## src/rtl/in_driver.sv

```systemverilog
// in_driver: memory-mapped 8-bit input port; 2-flop sync, per-bit debounce, sticky read-to-clear edge flags, maskable irq.
// Latency: pin to debounced value 2+DEBOUNCE_CYCLES edges; bus read data registered, 1 edge after rd_en.
// Backpressure: none; rd_en/wr_en are accepted on every edge and bus_out holds until the next read.
module in_driver #(
    parameter int          DEBOUNCE_CYCLES = 4,
    parameter logic [31:0] IN_ADDR         = 32'd12,
    parameter logic [31:0] EDGE_ADDR       = 32'd16,
    parameter logic [31:0] MASK_ADDR       = 32'd20
) (
    input  logic        clk,
    input  logic        reset,
    input  logic [7:0]  IO_pins,
    input  logic [31:0] adress,
    input  logic [31:0] bus_in,
    input  logic        wr_en,
    input  logic        rd_en,
    output logic [31:0] bus_out,
    output logic        irq
);
    localparam int            CW       = $clog2(DEBOUNCE_CYCLES + 1);
    localparam logic [CW-1:0] CNT_LAST = CW'(DEBOUNCE_CYCLES - 1);

    typedef struct packed {
        logic [7:0] fall;
        logic [7:0] rise;
    } edge_t;

    logic [7:0]          sync_meta;
    logic [7:0]          sync_dat;
    logic [7:0]          stable;
    logic [7:0]          stable_nxt;
    logic [7:0][CW-1:0]  cnt;
    logic [7:0][CW-1:0]  cnt_nxt;
    edge_t               flags;
    edge_t               flags_nxt;
    edge_t               new_edges;
    logic [15:0]         mask;
    logic                edge_rd;
    logic [31:0]         rd_dat;
    logic                unused_bus_in;

    // Only the low half of the write bus reaches the mask register.
    assign unused_bus_in = ^bus_in[31:16];

    // A bit is accepted once it has disagreed with the stable value for DEBOUNCE_CYCLES
    // consecutive synchronized cycles; any agreement restarts the count.
    always_comb begin
        stable_nxt = stable;
        cnt_nxt    = '0;
        for (int i = 0; i < 8; i++) begin
            if (sync_dat[i] != stable[i]) begin
                if (cnt[i] == CNT_LAST) begin
                    stable_nxt[i] = sync_dat[i];
                end else begin
                    cnt_nxt[i] = cnt[i] + 1'b1;
                end
            end
        end
    end

    assign new_edges.rise = stable_nxt & ~stable;
    assign new_edges.fall = stable & ~stable_nxt;

    // A clearing read drops exactly the bits it returned, so an edge landing on the
    // same edge survives and is seen by the next read.
    assign edge_rd   = rd_en && (adress == EDGE_ADDR);
    assign flags_nxt = edge_rd ? new_edges : edge_t'(flags | new_edges);

    always_comb begin
        rd_dat = '0;
        case (adress)
            IN_ADDR:   rd_dat = {24'b0, stable};
            EDGE_ADDR: rd_dat = {16'b0, flags};
            MASK_ADDR: rd_dat = {16'b0, mask};
            default:   rd_dat = '0;
        endcase
    end

    always_ff @(posedge clk or negedge reset) begin
        if (!reset) begin
            sync_meta <= '0;
            sync_dat  <= '0;
            stable    <= '0;
            cnt       <= '0;
            flags     <= '0;
            mask      <= '0;
            bus_out   <= '0;
        end else begin
            sync_meta <= IO_pins;
            sync_dat  <= sync_meta;
            stable    <= stable_nxt;
            cnt       <= cnt_nxt;
            flags     <= flags_nxt;
            if (wr_en && (adress == MASK_ADDR)) begin
                mask <= bus_in[15:0];
            end
            if (rd_en) begin
                bus_out <= rd_dat;
            end
        end
    end

    assign irq = |(flags & mask);

endmodule

```

## config.mk

```make
export PLATFORM = sky130hd
export DESIGN_NAME = in_driver
export DESIGN_NICKNAME = d
export VERILOG_FILES = /design/src/rtl/in_driver.sv
export SDC_FILE = /design/constraint.sdc
export NUM_CORES = 1
export LEC_CHECK = 0
export CAP_MARGIN = 5
export CORE_MARGIN = 5
export CORE_UTILIZATION = 30
export DETAILED_ROUTE_END_ITERATION = 6
export GPL_ROUTABILITY_DRIVEN = 0
export PLACE_DENSITY = 0.53
export SYNTH_ARGS = -nofsm -noshare
export SYNTH_HDL_FRONTEND = slang
export SYNTH_SLANG_ARGS = --single-unit
```

## constraint.sdc

```tcl
create_clock -name clk -period 1.88 [get_ports clk]
set_input_delay 0.282 -clock clk [delete_from_list [all_inputs] [get_ports clk]]
set_output_delay 0.282 -clock clk [all_outputs]
set_load 0.01 [all_outputs]
```

==> report_table.html, run 1 <==
<table>
<tr><th>Metric</th><th>Value</th></tr>
<tr><th colspan="2">Logic synthesis</th></tr>
<tr><td>Async set-or-reset flop fraction in the synthesized netlist</td><td>100%</td></tr>
<tr><td>Post-Synth Adder-Cell Area</td><td>2.43%</td></tr>
<tr><td>Portion of netlist area occupied by mux cells</td><td>8.26%</td></tr>
<tr><td>Count of yosys warnings during synthesis</td><td>0</td></tr>
<tr><td>Fraction of synthesized cell area in xor and xnor cells</td><td>1.70%</td></tr>
<tr><td>Average footprint of a synthesized cell</td><td>12.5 sq um</td></tr>
<tr><td>Fraction of the mapped netlist area in compound gates</td><td>10.8%</td></tr>
<tr><td>Cell types with the largest area share after synthesis</td><td>dfrtp_1 (58%), a32o_1 (3.9%), mux2i_1 (3.9%)</td></tr>
<tr><td>Seq cells post-synth</td><td>96</td></tr>
<tr><td>Portion of the post-synthesis area used by sequential elements</td><td>58.3%</td></tr>
<tr><td>EDFF count, synth</td><td>0</td></tr>
<tr><td>Simple-gate portion of the synthesized area</td><td>11.6%</td></tr>
<tr><td>Count of cell types in the netlist</td><td>34</td></tr>
<tr><td>Area of the mapped netlist</td><td>4120 sq um</td></tr>
<tr><td>Most common flop cell mapped by yosys</td><td>dfrtp_1</td></tr>
<tr><td>Share of Yosys cell area claimed by the top area cell type</td><td>58.3%</td></tr>
<tr><td>Post-synth top area cell</td><td>dfrtp_1</td></tr>
<tr><td>Gate Count Post-Synth</td><td>329</td></tr>
<tr><td>Dominant combinational cell family by area after synthesis</td><td>simple AND/OR/NAND/NOR gates</td></tr>
<tr><th colspan="2">STA</th></tr>
<tr><td>Relative slew slack</td><td>44.9%</td></tr>
<tr><td>Slew at the pin closest to its max-slew limit</td><td>821 ps</td></tr>
<tr><td>Final Cycle Share</td><td>97.8%</td></tr>
<tr><td>Smallest hold slack</td><td>346 ps</td></tr>
<tr><td>Final setup viols</td><td>0</td></tr>
<tr><td>RSZ-0062 raised after global routing</td><td>yes</td></tr>
<tr><td>Total count of hold-check failures in the final report</td><td>0</td></tr>
<tr><td>Post-Route Skew</td><td>9.93 ps</td></tr>
<tr><td>Achievable frequency</td><td>544 MHz</td></tr>
<tr><td>Final Critical Period</td><td>1840 ps</td></tr>
<tr><td>Final Max Slew Viols</td><td>0</td></tr>
<tr><th colspan="2">Global route</th></tr>
<tr><td>Global-route wire length before repair</td><td>16000 um</td></tr>
<tr><td>Total Routing Usage GR</td><td>12.6%</td></tr>
<tr><td>Pin count of the biggest net entering global routing</td><td>42</td></tr>
<tr><td>Antenna violations before repair</td><td>0</td></tr>
<tr><td>Vias in the first global route</td><td>3059</td></tr>
<tr><td>Total congestion overflow</td><td>0</td></tr>
<tr><th colspan="2">Layout</th></tr>
<tr><td>Final Net Count</td><td>523</td></tr>
<tr><td>Share of post-route cells with drive strength above 1</td><td>16.7%</td></tr>
<tr><td>Commonest cells after routing, fill and taps aside</td><td>dfrtp_1 (96), clkdlybuf4s50_1 (47), buf_4 (31)</td></tr>
<tr><td>Most common cell after layout, fill and taps aside</td><td>dfrtp_1</td></tr>
<tr><td>Cell area after layout</td><td>5610 sq um</td></tr>
<tr><td>Growth of design area from synthesis to finish</td><td>36.3%</td></tr>
<tr><td># diodes</td><td>0</td></tr>
<tr><th colspan="2">CTS</th></tr>
<tr><td>Num CTS Buffers</td><td>9</td></tr>
<tr><td>Sink count of the clock tree</td><td>96</td></tr>
<tr><td>Clock root buffer</td><td>clkbuf_16</td></tr>
<tr><td>Clock latency on the worst-skew pair</td><td>340 ps</td></tr>
<tr><td>CTS tree</td><td>done</td></tr>
<tr><td>Clock-pin slew on the worst setup and hold paths</td><td>70 ps</td></tr>
<tr><td>Number of levels the H-tree was split into</td><td>3</td></tr>
<tr><td>Maximum count of clock buffers along a single path</td><td>2</td></tr>
<tr><th colspan="2">Detailed routing</th></tr>
<tr><td>Wire length per cell after detailed routing</td><td>16.1 um</td></tr>
<tr><td>Met3 wire length</td><td>632 um</td></tr>
<tr><td>Detailed-route wire length</td><td>9970 um</td></tr>
<tr><td>Top metal layer carrying routed signals</td><td>met4</td></tr>
<tr><td>DRT met1 WL</td><td>4650 um</td></tr>
<tr><td>Overall via count from detail_route</td><td>2893</td></tr>
<tr><td>Number of routed nets with antenna violations</td><td>0</td></tr>
<tr><td>Wire length on met2</td><td>4540 um</td></tr>
<tr><td>1st-iter DRT viols</td><td>176</td></tr>
<tr><td>First drt pass iteration count</td><td>4</td></tr>
<tr><td>Via density</td><td>4.67</td></tr>
<tr><td>DRC viols</td><td>0</td></tr>
<tr><th colspan="2">Power</th></tr>
<tr><td>Switching part of the total</td><td>27.5%</td></tr>
<tr><td>Cell-internal power</td><td>4.31 mW</td></tr>
<tr><td>Max VDD drop</td><td>0.495 mV</td></tr>
<tr><td>Net Sw Power</td><td>1.63 mW</td></tr>
<tr><td>Portion of total power attributed to sequential cells</td><td>46.8%</td></tr>
<tr><td>Clk network pwr share</td><td>33.5%</td></tr>
<tr><td>Sum of internal, switching and leakage power</td><td>5.94 mW</td></tr>
<tr><td>Relative contribution of combinational cells to total power</td><td>19.7%</td></tr>
<tr><td>Total power per unit cell area</td><td>1060 nW/um^2</td></tr>
<tr><td>Static leakage</td><td>2.56 nW</td></tr>
<tr><th colspan="2">Place</th></tr>
<tr><td>Area after DPL</td><td>5200 sq um</td></tr>
<tr><td>Port Buf Inserts</td><td>76</td></tr>
<tr><td>HPWL reported at the end of detailed placement</td><td>7360 um</td></tr>
<tr><th colspan="2">Setup path</th></tr>
<tr><td>Data arrival at the endpoint of the critical path</td><td>1560 ps</td></tr>
<tr><td>Kind of launch point of the worst setup path</td><td>flip-flop</td></tr>
<tr><td>Required time at the endpoint of the critical path</td><td>1600 ps</td></tr>
<tr><td>CP Class</td><td>flip-flop to primary output</td></tr>
<tr><td>Maximum fanout along the worst path</td><td>2</td></tr>
<tr><td>Endpoint type of the worst setup path</td><td>primary output</td></tr>
<tr><th colspan="2">Outcome</th></tr>
<tr><td>Outcome</td><td>finished, final reports clean</td></tr>
<tr><th colspan="2">Floorplanning</th></tr>
<tr><td>Total Die Area</td><td>16200 sq um</td></tr>
<tr><td>Initial Utilization</td><td>30.9%</td></tr>
<tr><td>Die extent in x</td><td>127 um</td></tr>
<tr><td>Number of ports placed on the die boundary</td><td>109</td></tr>
<tr><td>Vert. Die Dim</td><td>127 um</td></tr>
<tr><td>Placement Rows</td><td>42</td></tr>
<tr><td>Core region area</td><td>13300 sq um</td></tr>
<tr><th colspan="2">Job</th></tr>
<tr><td>Max cap viols</td><td>0</td></tr>
<tr><th colspan="2">Min path</th></tr>
<tr><td>Tightest Hold Check Type</td><td>primary input to asynchronous set/reset pin</td></tr>
</table>
==> what timing repair did <==
| action | 4_1_cts | 5_1_grt |
|---|---|---|
| resized for setup | 40 | 1 |
| pin swaps | 1 | 5 |
| buffers inserted | 1 | 3 |
| hold buffers | 1 | 0 |
| gates cloned | 1 | 0 |
| hold endpoints to repair | 16 | 0 |
| setup endpoints to repair | 42 | 25 |
==> cell usage after synthesis, drive strengths merged (3+ instances only) <==
cell,instances
a21oi,8
nand2,11
a221oi,4
o21ai,9
mux2,16
dfrtp,96
nor4,7
ha,8
clkbuf,3
o31ai,7
xnor2,8
a32o,16
inv,25
o32ai,9
a22o,4
mux2i,16
nand4,3
nor2,10
nand2b,9
nor3,9
buf,23
nor2b,15
nor3b,10
==> worst max-delay path, cell delays in order (launching register included) <==
cell and delay [ps]:
dfrtp_1 380, a22o_1 250, a221oi_2 240, nand4_1 180, buf_2 190
==> power by group through the flow <==
stage / sequential (mW) / clock, mW / combinational (mW)
after floorplan: 2.72 / 0 / 0.695
after global placement: 2.79 / 0 / 1.15
after detailed placement: 2.81 / 0 / 1.20
after CTS: 2.78 / 2.05 / 1.19
after global routing: 2.83 / 2.13 / 1.32
final: 2.78 / 1.99 / 1.17
==> final timing paths <==
kind                         startpoint     endpoint  slack (ps)  depth (start not counted)
max                            mask[10]          irq          40                          4
min                               reset    stable[1]         350                          2
max reg2reg                     cnt[21]    flags[15]         710                          3
min reg2reg                sync_meta[2]  sync_dat[2]         350                          0
max in group asynchronous         reset     flags[1]         980                          3
min in group clk           sync_meta[2]  sync_dat[2]         350                          0
==> logic make-up (layout without fill, tap and decap cells) <==
group,count (synthesis),in the layout
buffers and inverters,51,151
AO/OA/AOI/OAI,57,57
other,1,16
AND/OR/NAND/NOR,76,76
XOR/XNOR,8,8
adder cells (fa/ha/maj),8,8
flip-flops,96,96
multiplexers,32,32
==> per-stage QoR <==
step | std cells | worst slack (ps) | util, % | setup TNS (ps)
2_1_floorplan | 344 | 30.1 | - | 0
3_3_place_gp | 598 | -394 | 39.0 | -16680
3_5_place_dp | 598 | -450 | 39.0 | -19580
4_1_cts | 617 | -24.4 | 41.8 | -153
5_1_grt | 620 | -19.6 | 42.1 | -81.7
6_report | 620 | 41.1 | 42.1 | 0
==> sequential cells by signal, indices dropped and copies added, names as in the netlist <==
signal     count
flags         16
bus_out       16
sync_dat       8
mask          16
sync_meta      8
cnt           24
stable         8
==> per-layer routing <==
metal  up-vias  track usage (%)
met1      1424             17.2
met4         0             4.92
met5         -                0
met3        10             2.50
met2        92             19.7
li1       1367                -
==> layout make-up <==
| class | instances | area [sq um] |
|---|---|---|
| Clock buffer | 10 | 239 |
| Inverter | 25 | 93.8 |
| Tap cell | 176 | 220 |
| Multi-Input combinational cell | 197 | 1540 |
| Sequential cell | 96 | 2400 |
| Timing Repair Buffer | 110 | 1030 |
| Clock inverter | 6 | 91.3 |
| Fill cell | 1250 | 7730 |
Note: power is estimated with default switching activity, not from simulation.
==> run 2, diff against run 1 <==
--- a/config.mk
+++ b/config.mk
@@ -10,7 +10,7 @@
 export CORE_UTILIZATION = 30
 export DETAILED_ROUTE_END_ITERATION = 6
 export GPL_ROUTABILITY_DRIVEN = 0
-export PLACE_DENSITY = 0.53
+export PLACE_DENSITY_LB_ADDON = 0.25
 export SYNTH_ARGS = -nofsm -noshare
 export SYNTH_HDL_FRONTEND = slang
 export SYNTH_SLANG_ARGS = --single-unit
==> run 2 against run 1 <==
Net effect:
- the run now ends with hold timing left
- critical endpoint unchanged
- core utilization up 0.17 points
- sequential cell count is the same
- first-iteration DRC count down 30%
- highest routed layer unchanged
==> report_table.html, run 2 (synthesis results as in run 1) <==
<table>
<tr><th>Metric</th><th>Value</th></tr>
<tr><th colspan="2">Min path</th></tr>
<tr><td>Tightest Hold Check Type</td><td>primary input to asynchronous set/reset pin</td></tr>
<tr><th colspan="2">Setup path</th></tr>
<tr><td>Kind of launch point of the worst setup path</td><td>flip-flop</td></tr>
<tr><td>Data arrival at the endpoint of the critical path</td><td>1570 ps</td></tr>
<tr><td>Required time at the endpoint of the critical path</td><td>1600 ps</td></tr>
<tr><td>Maximum fanout along the worst path</td><td>2</td></tr>
<tr><td>Cell with the largest stage delay on the worst path</td><td>dfrtp_1</td></tr>
<tr><td>Buffering stage count on the worst path with inverters included</td><td>1</td></tr>
<tr><td>CP Class</td><td>flip-flop to primary output</td></tr>
<tr><td>Endpoint type of the worst setup path</td><td>primary output</td></tr>
<tr><td>Max incr delay on CP</td><td>380 ps</td></tr>
<tr><td>Critical-path cell list</td><td>a22o_1, a221oi_2, nand4_1, buf_2</td></tr>
<tr><td>Family with the most delay on the worst path</td><td>compound AO/OA/AOI/OAI gates</td></tr>
<tr><th colspan="2">Power</th></tr>
<tr><td>Clk network pwr share</td><td>29.1%</td></tr>
<tr><td>Max VDD drop</td><td>0.572 mV</td></tr>
<tr><td>Net Sw Power</td><td>1.54 mW</td></tr>
<tr><td>Portion of total power attributed to sequential cells</td><td>50.1%</td></tr>
<tr><td>Static leakage</td><td>2.57 nW</td></tr>
<tr><td>Sum of internal, switching and leakage power</td><td>5.52 mW</td></tr>
<tr><td>Total power per unit cell area</td><td>980 nW/um^2</td></tr>
<tr><td>Switching part of the total</td><td>27.9%</td></tr>
<tr><td>Relative contribution of combinational cells to total power</td><td>20.8%</td></tr>
<tr><td>Cell-internal power</td><td>3.98 mW</td></tr>
<tr><th colspan="2">Layout</th></tr>
<tr><td>Max FFs per register</td><td>24</td></tr>
<tr><td>Commonest cells after routing, fill and taps aside</td><td>dfrtp_1 (96), clkdlybuf4s50_1 (50), buf_4 (32)</td></tr>
<tr><td>Cell area after layout</td><td>5640 sq um</td></tr>
<tr><td>Share of post-route cells with drive strength above 1</td><td>18.0%</td></tr>
<tr><td>Growth of design area from synthesis to finish</td><td>36.8%</td></tr>
<tr><td>Register with the most flip-flops</td><td>cnt</td></tr>
<tr><td>Final Net Count</td><td>525</td></tr>
<tr><td>Register area</td><td>2400 sq um</td></tr>
<tr><td>Most common cell after layout, fill and taps aside</td><td>dfrtp_1</td></tr>
<tr><td># diodes</td><td>0</td></tr>
<tr><td>Fillers</td><td>1245</td></tr>
<tr><td>Multi-input gate area</td><td>1610 sq um</td></tr>
<tr><th colspan="2">CTS</th></tr>
<tr><td>Sink count of the clock tree</td><td>96</td></tr>
<tr><td>Clock-pin slew on the worst setup and hold paths</td><td>60 ps</td></tr>
<tr><td>Number of levels the H-tree was split into</td><td>3</td></tr>
<tr><td>Num CTS Buffers</td><td>9</td></tr>
<tr><td>Hold Buf Count CTS</td><td>0</td></tr>
<tr><td>Clock latency on the worst-skew pair</td><td>330 ps</td></tr>
<tr><td>Maximum count of clock buffers along a single path</td><td>2</td></tr>
<tr><td>CTS tree</td><td>done</td></tr>
<tr><td>Clock root buffer</td><td>clkbuf_16</td></tr>
<tr><th colspan="2">Place</th></tr>
<tr><td>Area after DPL</td><td>5230 sq um</td></tr>
<tr><td>HPWL reported at the end of detailed placement</td><td>7110 um</td></tr>
<tr><td>Port Buf Inserts</td><td>76</td></tr>
<tr><th colspan="2">Detailed routing</th></tr>
<tr><td>Detailed-route wire length</td><td>10200 um</td></tr>
<tr><td>First drt pass iteration count</td><td>4</td></tr>
<tr><td>Wire length per cell after detailed routing</td><td>16.5 um</td></tr>
<tr><td>Number of routed nets with antenna violations</td><td>0</td></tr>
<tr><td>DRC viols</td><td>0</td></tr>
<tr><td>Via density</td><td>4.72</td></tr>
<tr><td>Overall via count from detail_route</td><td>2932</td></tr>
<tr><td>1st-iter DRT viols</td><td>123</td></tr>
<tr><th colspan="2">STA</th></tr>
<tr><td>Final Max Slew Viols</td><td>0</td></tr>
<tr><td>Smallest hold slack</td><td>-26.4 ps</td></tr>
<tr><td>Post-Route Skew</td><td>6.87 ps</td></tr>
<tr><td>Final Cycle Share</td><td>98.6%</td></tr>
<tr><td>RSZ-0062 raised after global routing</td><td>yes</td></tr>
<tr><td>Relative slew slack</td><td>64.8%</td></tr>
<tr><td>Achievable frequency</td><td>539 MHz</td></tr>
<tr><td>Final setup viols</td><td>0</td></tr>
<tr><td>Total count of hold-check failures in the final report</td><td>6</td></tr>
<tr><td>Slew at the pin closest to its max-slew limit</td><td>528 ps</td></tr>
<tr><td>Final Critical Period</td><td>1850 ps</td></tr>
<tr><th colspan="2">Outcome</th></tr>
<tr><td>Failing checks</td><td>hold timing</td></tr>
<tr><td>Outcome</td><td>finished with violations</td></tr>
<tr><th colspan="2">Global route</th></tr>
<tr><td>Global-route wire length before repair</td><td>16200 um</td></tr>
<tr><td>Total congestion overflow</td><td>0</td></tr>
<tr><td>Antenna violations before repair</td><td>0</td></tr>
<tr><td>Vias in the first global route</td><td>3120</td></tr>
<tr><td>Total Routing Usage GR</td><td>12.8%</td></tr>
<tr><td>Pin count of the biggest net entering global routing</td><td>97</td></tr>
<tr><th colspan="2">Floorplanning</th></tr>
<tr><td>Initial Utilization</td><td>30.9%</td></tr>
<tr><td>Core region area</td><td>13300 sq um</td></tr>
<tr><td>Placement Rows</td><td>42</td></tr>
<tr><td>Total Die Area</td><td>16200 sq um</td></tr>
<tr><td>Die extent in x</td><td>127 um</td></tr>
<tr><td>Vert. Die Dim</td><td>127 um</td></tr>
<tr><td>Number of ports placed on the die boundary</td><td>109</td></tr>
<tr><th colspan="2">Job</th></tr>
<tr><td>Max cap viols</td><td>0</td></tr>
</table>
-- run 2: cell count changes in the layout (fill, tap and decap cells not counted), moves of 3 or more --
cell,change
mux2_4,+7
mux2_1,-6
dlygate4sd2_1,-5
dlymetal6s2s_1,+5
clkbuf_1,+3
clkdlybuf4s15_1,-3
clkdlybuf4s50_1,+3
-- run 2: final cells by class --
| class | count | share of cell area (%) |
|---|---|---|
| Sequential cell | 96 | 42.6 |
| Multi-Input combinational cell | 198 | 28.6 |
| Timing Repair Buffer | 111 | 18.7 |
| Clock buffer | 12 | 4.20 |
| Tap cell | 176 | 3.91 |
| Inverter | 25 | 1.67 |
| Clock inverter | 3 | 0.355 |
-- run 2: path summary, 6_finish.rpt --
kind / endpoint / slack (ps) / start / cells past startpoint
max: irq / 30 / mask[10] / 4
min: cnt[17] / -30 / reset / 2
max reg2reg: flags[9] / 710 / cnt[3] / 3
min reg2reg: sync_dat[6] / 350 / sync_meta[6] / 0
max in group asynchronous: cnt[12] / 1490 / reset / 2
min in group clk: sync_dat[6] / 350 / sync_meta[6] / 0
-- run 2: stage by stage --
stage	TNS, ps	util [%]	setup slack (ps)	cells
finish	0	42.2	26.2	621
global route	-58.6	42.2	-54.4	621
floorplan	0	-	30.1	344
detailed placement	-19940	39.2	-446	601
CTS	0	42.1	10.8	620
global placement	-17280	39.2	-392	601
-- run 2: metal layers --
| layer | vias up | part of all wire, % | GRT usage, % |
|---|---|---|---|
| li1 | 1363 | - | - |
| met3 | 12 | 7.1 | 3.05 |
| met4 | 0 | 1.7 | 4.92 |
| met5 | - | 0 | 0 |
| met1 | 1459 | 46 | 17.2 |
| met2 | 98 | 45 | 20.0 |
-- run 2: what timing repair did --
action | 4_1_cts | 5_1_grt
gates cloned | 2 | 0
setup buffers | 2 | 1
resized for setup | 43 | 7
pin swaps | 12 | 8
setup endpoints to repair | 43 | 38
-- run 2: worst reg2reg max path: stages (launching register included) --
cell     delay (ps)
dfrtp_1         390
ha_1            210
nor2b_1         190
a32o_1          280
-- run 2: power by group through the flow --
stage | logic [mW] | clock network (mW) | registers [mW]
floorplan | 0.695 | 0 | 2.72
global placement | 1.12 | 0 | 2.79
detailed placement | 1.17 | 0 | 2.80
CTS | 1.17 | 1.67 | 2.77
global route | 1.31 | 1.74 | 2.82
finish | 1.15 | 1.60 | 2.77
